<file path="src/rtl/vga_scan_if.sv">
// Pixel-side bundle of the VGA scan generator: address out, pixel bit in, sync/colour out.
// The master modport is the scan generator; the slave modport is the pixel source / connector side.
interface vga_scan_if;
  logic       px;
  logic [8:0] row_addr;
  logic [9:0] col_addr;
  logic       pix_en;
  logic       hs;
  logic       vs;
  logic       rdn;
  logic [3:0] r;
  logic [3:0] g;
  logic [3:0] b;
  logic       frame_tick;

  modport master (
    input  px,
    output row_addr, col_addr, pix_en, hs, vs, rdn, r, g, b, frame_tick
  );

  modport slave (
    output px,
    input  row_addr, col_addr, pix_en, hs, vs, rdn, r, g, b, frame_tick
  );
endinterface

</file>
<file path="src/rtl/vga_scan.sv">
// Raster timing generator and two-stage pixel output pipeline for a 640x480@60 style scan.
// Optional VGA_BORDER_EN: forces FG_COLOR on the outermost visible rows/columns.
module vga_scan #(
  parameter int unsigned CLK_DIV  = 4,
  parameter int unsigned H_VIS    = 640,
  parameter int unsigned H_FP     = 16,
  parameter int unsigned H_SYNC   = 96,
  parameter int unsigned H_BP     = 48,
  parameter int unsigned V_VIS    = 480,
  parameter int unsigned V_FP     = 10,
  parameter int unsigned V_SYNC   = 2,
  parameter int unsigned V_BP     = 33,
  parameter logic [11:0] FG_COLOR = 12'hFFF,
  parameter logic [11:0] BG_COLOR = 12'h000
) (
  input  logic       CLK,
  input  logic       N_rst,
  vga_scan_if.master vga
);

  localparam int unsigned H_TOT = H_VIS + H_FP + H_SYNC + H_BP;
  localparam int unsigned V_TOT = V_VIS + V_FP + V_SYNC + V_BP;
  localparam int unsigned DivW  = (CLK_DIV > 1) ? $clog2(CLK_DIV) : 1;

  localparam logic [DivW-1:0] DivLast = DivW'(CLK_DIV - 1);

  localparam logic [9:0] HVis     = 10'(H_VIS);
  localparam logic [9:0] HSyncBeg = 10'(H_VIS + H_FP);
  localparam logic [9:0] HSyncEnd = 10'(H_VIS + H_FP + H_SYNC - 1);
  localparam logic [9:0] HLast    = 10'(H_TOT - 1);
  localparam logic [9:0] VVis     = 10'(V_VIS);
  localparam logic [9:0] VSyncBeg = 10'(V_VIS + V_FP);
  localparam logic [9:0] VSyncEnd = 10'(V_VIS + V_FP + V_SYNC - 1);
  localparam logic [9:0] VLast    = 10'(V_TOT - 1);

`ifdef VGA_BORDER_EN
  localparam logic [9:0] ColLast = 10'(H_VIS - 1);
  localparam logic [8:0] RowLast = 9'(V_VIS - 1);
`endif

  if (CLK_DIV < 1) begin : g_bad_div
    $error("vga_scan: CLK_DIV must be at least 1");
  end

  // Pixel-rate divider and raster counters
  logic [DivW-1:0] div_cnt_q, div_cnt_d;
  logic            pix_en_q;
  logic [9:0]      h_cnt_q, h_cnt_d;
  logic [9:0]      v_cnt_q, v_cnt_d;
  logic            h_last, v_last;

  // Stage 0: addresses and raw timing flags
  logic [9:0] col_q, col_d;
  logic [8:0] row_q, row_d;
  logic       vis0_q, vis0_d;
  logic       hs0_q, hs0_d;
  logic       vs0_q, vs0_d;

  // Stage 1: pins
  logic        hs_q, hs_d;
  logic        vs_q, vs_d;
  logic        rdn_q, rdn_d;
  logic [11:0] rgb_q, rgb_d;
  logic        px_on;

  always_comb begin
    div_cnt_d = (div_cnt_q == DivLast) ? '0 : div_cnt_q + 1'b1;

    h_last  = (h_cnt_q == HLast);
    v_last  = (v_cnt_q == VLast);
    h_cnt_d = h_last ? 10'd0 : h_cnt_q + 10'd1;
    v_cnt_d = v_cnt_q;
    if (h_last) begin
      v_cnt_d = v_last ? 10'd0 : v_cnt_q + 10'd1;
    end
  end

  always_comb begin
    col_d  = (h_cnt_q < HVis) ? h_cnt_q : 10'h3FF;
    row_d  = (v_cnt_q < VVis) ? v_cnt_q[8:0] : 9'h1FF;
    vis0_d = (h_cnt_q < HVis) && (v_cnt_q < VVis);
    hs0_d  = !((h_cnt_q >= HSyncBeg) && (h_cnt_q <= HSyncEnd));
    vs0_d  = !((v_cnt_q >= VSyncBeg) && (v_cnt_q <= VSyncEnd));
  end

  always_comb begin
    px_on = vga.px;
`ifdef VGA_BORDER_EN
    // Border is decided on the stage-0 address that px belongs to
    if ((col_q == 10'd0) || (col_q == ColLast) || (row_q == 9'd0) || (row_q == RowLast)) begin
      px_on = 1'b1;
    end
`endif
    hs_d  = hs0_q;
    vs_d  = vs0_q;
    rdn_d = !vis0_q;
    rgb_d = 12'h000;
    if (vis0_q) begin
      rgb_d = px_on ? FG_COLOR : BG_COLOR;
    end
  end

  always_ff @(posedge CLK or negedge N_rst) begin
    if (!N_rst) begin
      div_cnt_q <= '0;
      pix_en_q  <= 1'b0;
      h_cnt_q   <= 10'd0;
      v_cnt_q   <= 10'd0;
      col_q     <= 10'd0;
      row_q     <= 9'd0;
      vis0_q    <= 1'b0;
      hs0_q     <= 1'b1;
      vs0_q     <= 1'b1;
      hs_q      <= 1'b1;
      vs_q      <= 1'b1;
      rdn_q     <= 1'b1;
      rgb_q     <= 12'h000;
    end else begin
      div_cnt_q <= div_cnt_d;
      pix_en_q  <= (div_cnt_q == DivLast);
      if (pix_en_q) begin
        h_cnt_q <= h_cnt_d;
        v_cnt_q <= v_cnt_d;
        col_q   <= col_d;
        row_q   <= row_d;
        vis0_q  <= vis0_d;
        hs0_q   <= hs0_d;
        vs0_q   <= vs0_d;
        hs_q    <= hs_d;
        vs_q    <= vs_d;
        rdn_q   <= rdn_d;
        rgb_q   <= rgb_d;
      end
    end
  end

  assign vga.row_addr   = row_q;
  assign vga.col_addr   = col_q;
  assign vga.pix_en     = pix_en_q;
  assign vga.hs         = hs_q;
  assign vga.vs         = vs_q;
  assign vga.rdn        = rdn_q;
  assign vga.r          = rgb_q[11:8];
  assign vga.g          = rgb_q[7:4];
  assign vga.b          = rgb_q[3:0];
  assign vga.frame_tick = pix_en_q && h_last && v_last;

endmodule

</file>
<file path="src/flat_wrapper.sv">
// flat-port wrapper written by rule: the top's interface ports become plain ports
module vga_scan_flat 
#(
  parameter int unsigned CLK_DIV  = 4,
  parameter int unsigned H_VIS    = 640,
  parameter int unsigned H_FP     = 16,
  parameter int unsigned H_SYNC   = 96,
  parameter int unsigned H_BP     = 48,
  parameter int unsigned V_VIS    = 480,
  parameter int unsigned V_FP     = 10,
  parameter int unsigned V_SYNC   = 2,
  parameter int unsigned V_BP     = 33,
  parameter logic [11:0] FG_COLOR = 12'hFFF,
  parameter logic [11:0] BG_COLOR = 12'h000
)
  (CLK, N_rst, vga_px, vga_row_addr, vga_col_addr, vga_pix_en, vga_hs, vga_vs, vga_rdn, vga_r, vga_g, vga_b, vga_frame_tick);
  vga_scan_if vga_i ();
  input  logic CLK;
  input  logic N_rst;
  input wire logic [$bits(vga_i.px)-1:0] vga_px;
  output wire logic [$bits(vga_i.row_addr)-1:0] vga_row_addr;
  output wire logic [$bits(vga_i.col_addr)-1:0] vga_col_addr;
  output wire logic [$bits(vga_i.pix_en)-1:0] vga_pix_en;
  output wire logic [$bits(vga_i.hs)-1:0] vga_hs;
  output wire logic [$bits(vga_i.vs)-1:0] vga_vs;
  output wire logic [$bits(vga_i.rdn)-1:0] vga_rdn;
  output wire logic [$bits(vga_i.r)-1:0] vga_r;
  output wire logic [$bits(vga_i.g)-1:0] vga_g;
  output wire logic [$bits(vga_i.b)-1:0] vga_b;
  output wire logic [$bits(vga_i.frame_tick)-1:0] vga_frame_tick;
  assign vga_i.px = vga_px;
  assign vga_row_addr = vga_i.row_addr;
  assign vga_col_addr = vga_i.col_addr;
  assign vga_pix_en = vga_i.pix_en;
  assign vga_hs = vga_i.hs;
  assign vga_vs = vga_i.vs;
  assign vga_rdn = vga_i.rdn;
  assign vga_r = vga_i.r;
  assign vga_g = vga_i.g;
  assign vga_b = vga_i.b;
  assign vga_frame_tick = vga_i.frame_tick;
  vga_scan #(.CLK_DIV(CLK_DIV), .H_VIS(H_VIS), .H_FP(H_FP), .H_SYNC(H_SYNC), .H_BP(H_BP), .V_VIS(V_VIS), .V_FP(V_FP), .V_SYNC(V_SYNC), .V_BP(V_BP), .FG_COLOR(FG_COLOR), .BG_COLOR(BG_COLOR)) u_core (.CLK(CLK), .N_rst(N_rst), .vga(vga_i));
endmodule
</file>
<file path="config.mk">
export PLATFORM = sky130hd
export DESIGN_NAME = vga_scan_flat
export DESIGN_NICKNAME = d
export VERILOG_FILES = /design/src/rtl/vga_scan_if.sv /design/src/rtl/vga_scan.sv /design/src/flat_wrapper.sv
export SDC_FILE = /design/constraint.sdc
export NUM_CORES = 1
export LEC_CHECK = 0
export CAP_MARGIN = 20
export CORE_UTILIZATION = 45
export CTS_CLUSTER_DIAMETER = 30
export CTS_CLUSTER_SIZE = 8
export DETAILED_ROUTE_END_ITERATION = 10
export PLACE_DENSITY = 0.7
export SLEW_MARGIN = 20
export SYNTH_ARGS = -nofsm -noshare
export SYNTH_HDL_FRONTEND = slang
export SYNTH_SLANG_ARGS = --single-unit
</file>
<file path="constraint.sdc">
create_clock -name CLK -period 4.5 [get_ports CLK]
set_clock_uncertainty 0.05 [all_clocks]
set_input_delay 1.125 -clock CLK [delete_from_list [all_inputs] [get_ports CLK]]
set_output_delay 1.125 -clock CLK [all_outputs]
set_load 0.02 [all_outputs]
</file>
# Yosys cells after proc, flatten, opt, wreduce, memory -nomap -nowiden
# Index checks and enable logic that the tools add are counted.
# totals
ff_bits	60
input_bits	3
wordCells	41
# op_classes
n_addsub	3
n_lt_le_gt_ge	6
n_eq_ne	3
n_mux	7
reduce_logical	9
# op_table
cell	n
two-way mux 10 bit	3
two-way mux 12 bit	2
adder 10 x 1 -> 10 bit, second input constant	2
== test 10 bit, second input constant	2
>= comparator 10 bit, second input constant	1
>= comparator 10 x 9 -> 1 bit, second input constant	1
less-or-equal comparator 10 bit, second input constant	1
less-or-equal comparator 10 x 9 -> 1 bit, second input constant	1
< comparator 10 bit, second input constant	1
< comparator 10 x 9 -> 1 bit, second input constant	1
two-way mux 9 bit	1
logical AND 1 bit	5
zero test 1 bit	3
adder 2 x 1 -> 2 bit, second input constant	1
== test 2 bit, second input constant	1
two-way mux 2 bit	1
AND reduction 2 bit	1

# Depth between registers and ports, before layout
# depth
depth_word	3
mapped_depth	6
mapped_depth_nobuf	6

# Worst setup path after synthesis
# Ideal clock, no wire load.
# synth_path
path_kind	register -> output
start	register u_core.pix_en_q (netlist: u_core.vga.pix_en)
end	output port vga_frame_tick
arrival_ns	1.444
required_time_ns	3.325
setup_slack_ns	1.881
stages_incl_launch_ff	5
path_buffers	1
cell_sequence	dfrtp_1 buf_2 and4_1 nand3_2 nor2_1
# synth_between
elab_chain_cells	2
# synth_rtl
item	line	source
from (decl)	vga_scan.sv:47	logic pix_en_q;
from (signal assigned)	vga_scan.sv:120	pix_en_q <= (div_cnt_q == DivLast);
logical AND 1 bit (2 in a row)	vga_scan.sv:146	assign vga.frame_tick = pix_en_q && h_last && v_last;
to (decl)	flat_wrapper.sv:30	output wire logic [$bits(vga_i.frame_tick)-1:0] vga_frame_tick;
# Every way passes these cells.

# Worst setup path after layout
# layout_path
start	register u_core.h_cnt_q[0]
end	output port vga_frame_tick
# layout_between
elab_chain_cells	3
# layout_rtl
item	line	source
from (decl)	vga_scan.sv:48	logic [9:0] h_cnt_q, h_cnt_d;
from (signal assigned)	vga_scan.sv:122	h_cnt_q <= h_cnt_d;
== test 10 bit	vga_scan.sv:69	h_last = (h_cnt_q == HLast);
logical AND 1 bit (2 in a row)	vga_scan.sv:146	
# Every way passes these cells.

==> metrics.cfg <==
[outcome]
status=finished clean

[synthesis]
avgSynthCellArea_sq_um=11.1
synth_edf_count=0
ys_seq_area_share_pct=54.6
synthArstFlopShare_pct=100
synth_nets=211
yosysWarnings=0
syn_inst=203
syn_area_sq_mm=0.00226
ys_seq_elements=49
ys.flop_type=dfrtp_1
ys_types=41

[layout]
layout_common_cells=44 x dfrtp_1, 37 x clkdlybuf4s50_1, 20 x nor2_1
layoutNonFillerInstCount=296
post-route-util_pct=56.0
syn2layout_area_growth_pct=18.6
drive_gt1_share_pct=11.4
n_antenna_cell=0
final_nets=236
final_common_cell=dfrtp_1

[grt]
met1_usage_pct=25.3
antenna_found_initial=0
use_met2_pct=26.8
grt_pass1_wl_um=7180
grt_max_degree=50
top_usage_layer=met2
grt_pass1_vias=1513
globalRouteMet3Util_pct=3.31
globalRouteTotalUtil_pct=18.0
grt_overflow=0

[floorplan]
rows=25
initial_core_util_pct=47.2
io_pins=39
dieArea_sq_mm=0.00531
chipWidth_um=72.8
die_y_um=72.8
core_area_sq_mm=0.00479

[worst_setup_path]
crit_fanout=6
crit_arrival_ns=2.37
cp-end-kind=output pin
path_class=reg2out
crit_path_start_kind=flop
r2r_start=u_core.vga.pix_en
cp-startpoint=u_core.h_cnt_q[0]
required_ns=3.32

[placed_design]
io_buffers=38
globalplace.congestion=0.889
placed_cells=288
dp_hpwl_um=2830

[route]
drc_errors=0
drt_iter0_markers=93
vias=1579
wl_per_cell_um=14.3
first_pass_iters=4
finalWirelength_um=4230
ant_nets=0
viasPerCell=5.33

[min_path]
hp-class=reg2reg
hp-start=u_core.div_cnt_q[0]

[timing]
max_slew_margin_pct=60.0
maxSlewViolCount=0
finalHoldViolations=0
setup_tns_ns=0
worst_pin_slew_ns=0.599
fmax_ghz=0.282
setup_viol=0
rsz0062_at_grt=false
fin_crit_ns=3.54
fin_crit_sh_pct=78.7

[clocking]
postCtsResizedCells=0
cts.path.max_buffers=2
hold_buffers=0
cts_sinks=49
cts_tree=built
clk_pin_slew_ns=0.09
cts_buffers=5
htreeDepth=2
clk_latency_ns=0.30
cts_setup_buffers=0
cts_root_buf=clkbuf_8

[pwr]
p_per_area_mw_per_mm2=268
ir_drop_mv=0.198
p_leak_nw=1.15

[job]
cap_violations=0

-- metal layers --
metal  vias to the layer above  part of all wire (%)
met5                         -                     0
met4                         0                   2.2
met3                         9                   3.9
met2                        36                    47
met1                       777                    47
li1                        757                     -
-- critical path, cell delays in order (launching register included) --
cell             delay, ns
dfrtp_1               0.39
ha_1                  0.23
and4_1                0.30
nand3_2               0.16
nor2_1                0.31
clkdlybuf4s50_1       0.67
-- through the flow --
step                      hold WS [ns]  power, mW  worst slack, ns  area (sq um)
final                            0.377      0.719            0.958          2680
after global routing             0.405      0.748            0.792          2680
after CTS                        0.382      0.731            0.965          2680
after detailed placement         0.370      0.479             1.32          2590
after global placement           0.362      0.479             1.35          2590
after floorplan                  0.353      0.465             1.88          2260
-- layout make-up --
type	count	area, sq um
clock inverter	3	17.5
clock buffer	5	68.8
fill	408	2110
tap	67	83.8
multi-input combinational	126	865
sequential	49	1230
inverter	7	26.3
timing repair buffer	39	385
-- cells in the mapped netlist (2+ instances only) --
cell / count / share of area, %
mux2i_1: 2 / 0.89
buf_4: 12 / 4.0
ha_1: 5 / 2.8
o21ai_1: 3 / 0.66
nor2_1: 20 / 3.3
a21oi_1: 9 / 2.0
xnor2_1: 8 / 3.1
clkbuf_1: 5 / 0.83
o21ai_0: 3 / 0.66
mux2_2: 4 / 2.0
nand4_1: 7 / 1.9
nor3_1: 3 / 0.66
and3_1: 4 / 1.1
inv_1: 7 / 1.2
nor4_1: 3 / 0.83
xor2_1: 5 / 1.9
dfrtp_1: 44 / 49
nand2_1: 10 / 1.7
nand3_1: 10 / 2.2
buf_2: 3 / 0.66
o22a_1: 11 / 4.3
o31ai_1: 2 / 0.66
dfstp_2: 5 / 5.8
-- logic make-up after synthesis --
group / Yosys count / synth area share (%)
simple gates: 69 / 17.4
flops: 49 / 54.6
compound gates: 33 / 10.2
buf+inv: 28 / 7.15
xor+xnor: 13 / 5.04
mux: 6 / 2.88
fa+ha+maj: 5 / 2.77
-- sequential cells by signal, summed over array words and instances, names as in the netlist --
signal,flops
u_core.rgb_q,1
u_core.vga.rdn,1
u_core.vga.vs,1
u_core.h_cnt_q,10
u_core.hs0_q,1
u_core.vga.col_addr,10
u_core.vis0_q,1
u_core.vga.row_addr,9
u_core.div_cnt_q,2
u_core.vs0_q,1
u_core.v_cnt_q,10
u_core.vga.hs,1
u_core.vga.pix_en,1
-- final timing paths --
check,to,slack [ns],cells after the start
setup / recovery,vga_frame_tick,0.96,5
hold / removal,u_core.div_cnt_q[0],0.38,1
setup reg to reg,u_core.v_cnt_q[6],2.38,5
hold reg to reg,u_core.div_cnt_q[0],0.38,1
max in group asynchronous,u_core.vga.pix_en,3.22,1
min in group asynchronous,u_core.vga.col_addr[3],0.77,1
-- power breakdown --
part	internal [mW]	switching (mW)
Sequential	0.441	0.00137
Combinational	0.0104	0.0172
Clock	0.107	0.142
Total	0.558	0.160
Note: power is estimated with default switching activity, not from simulation.
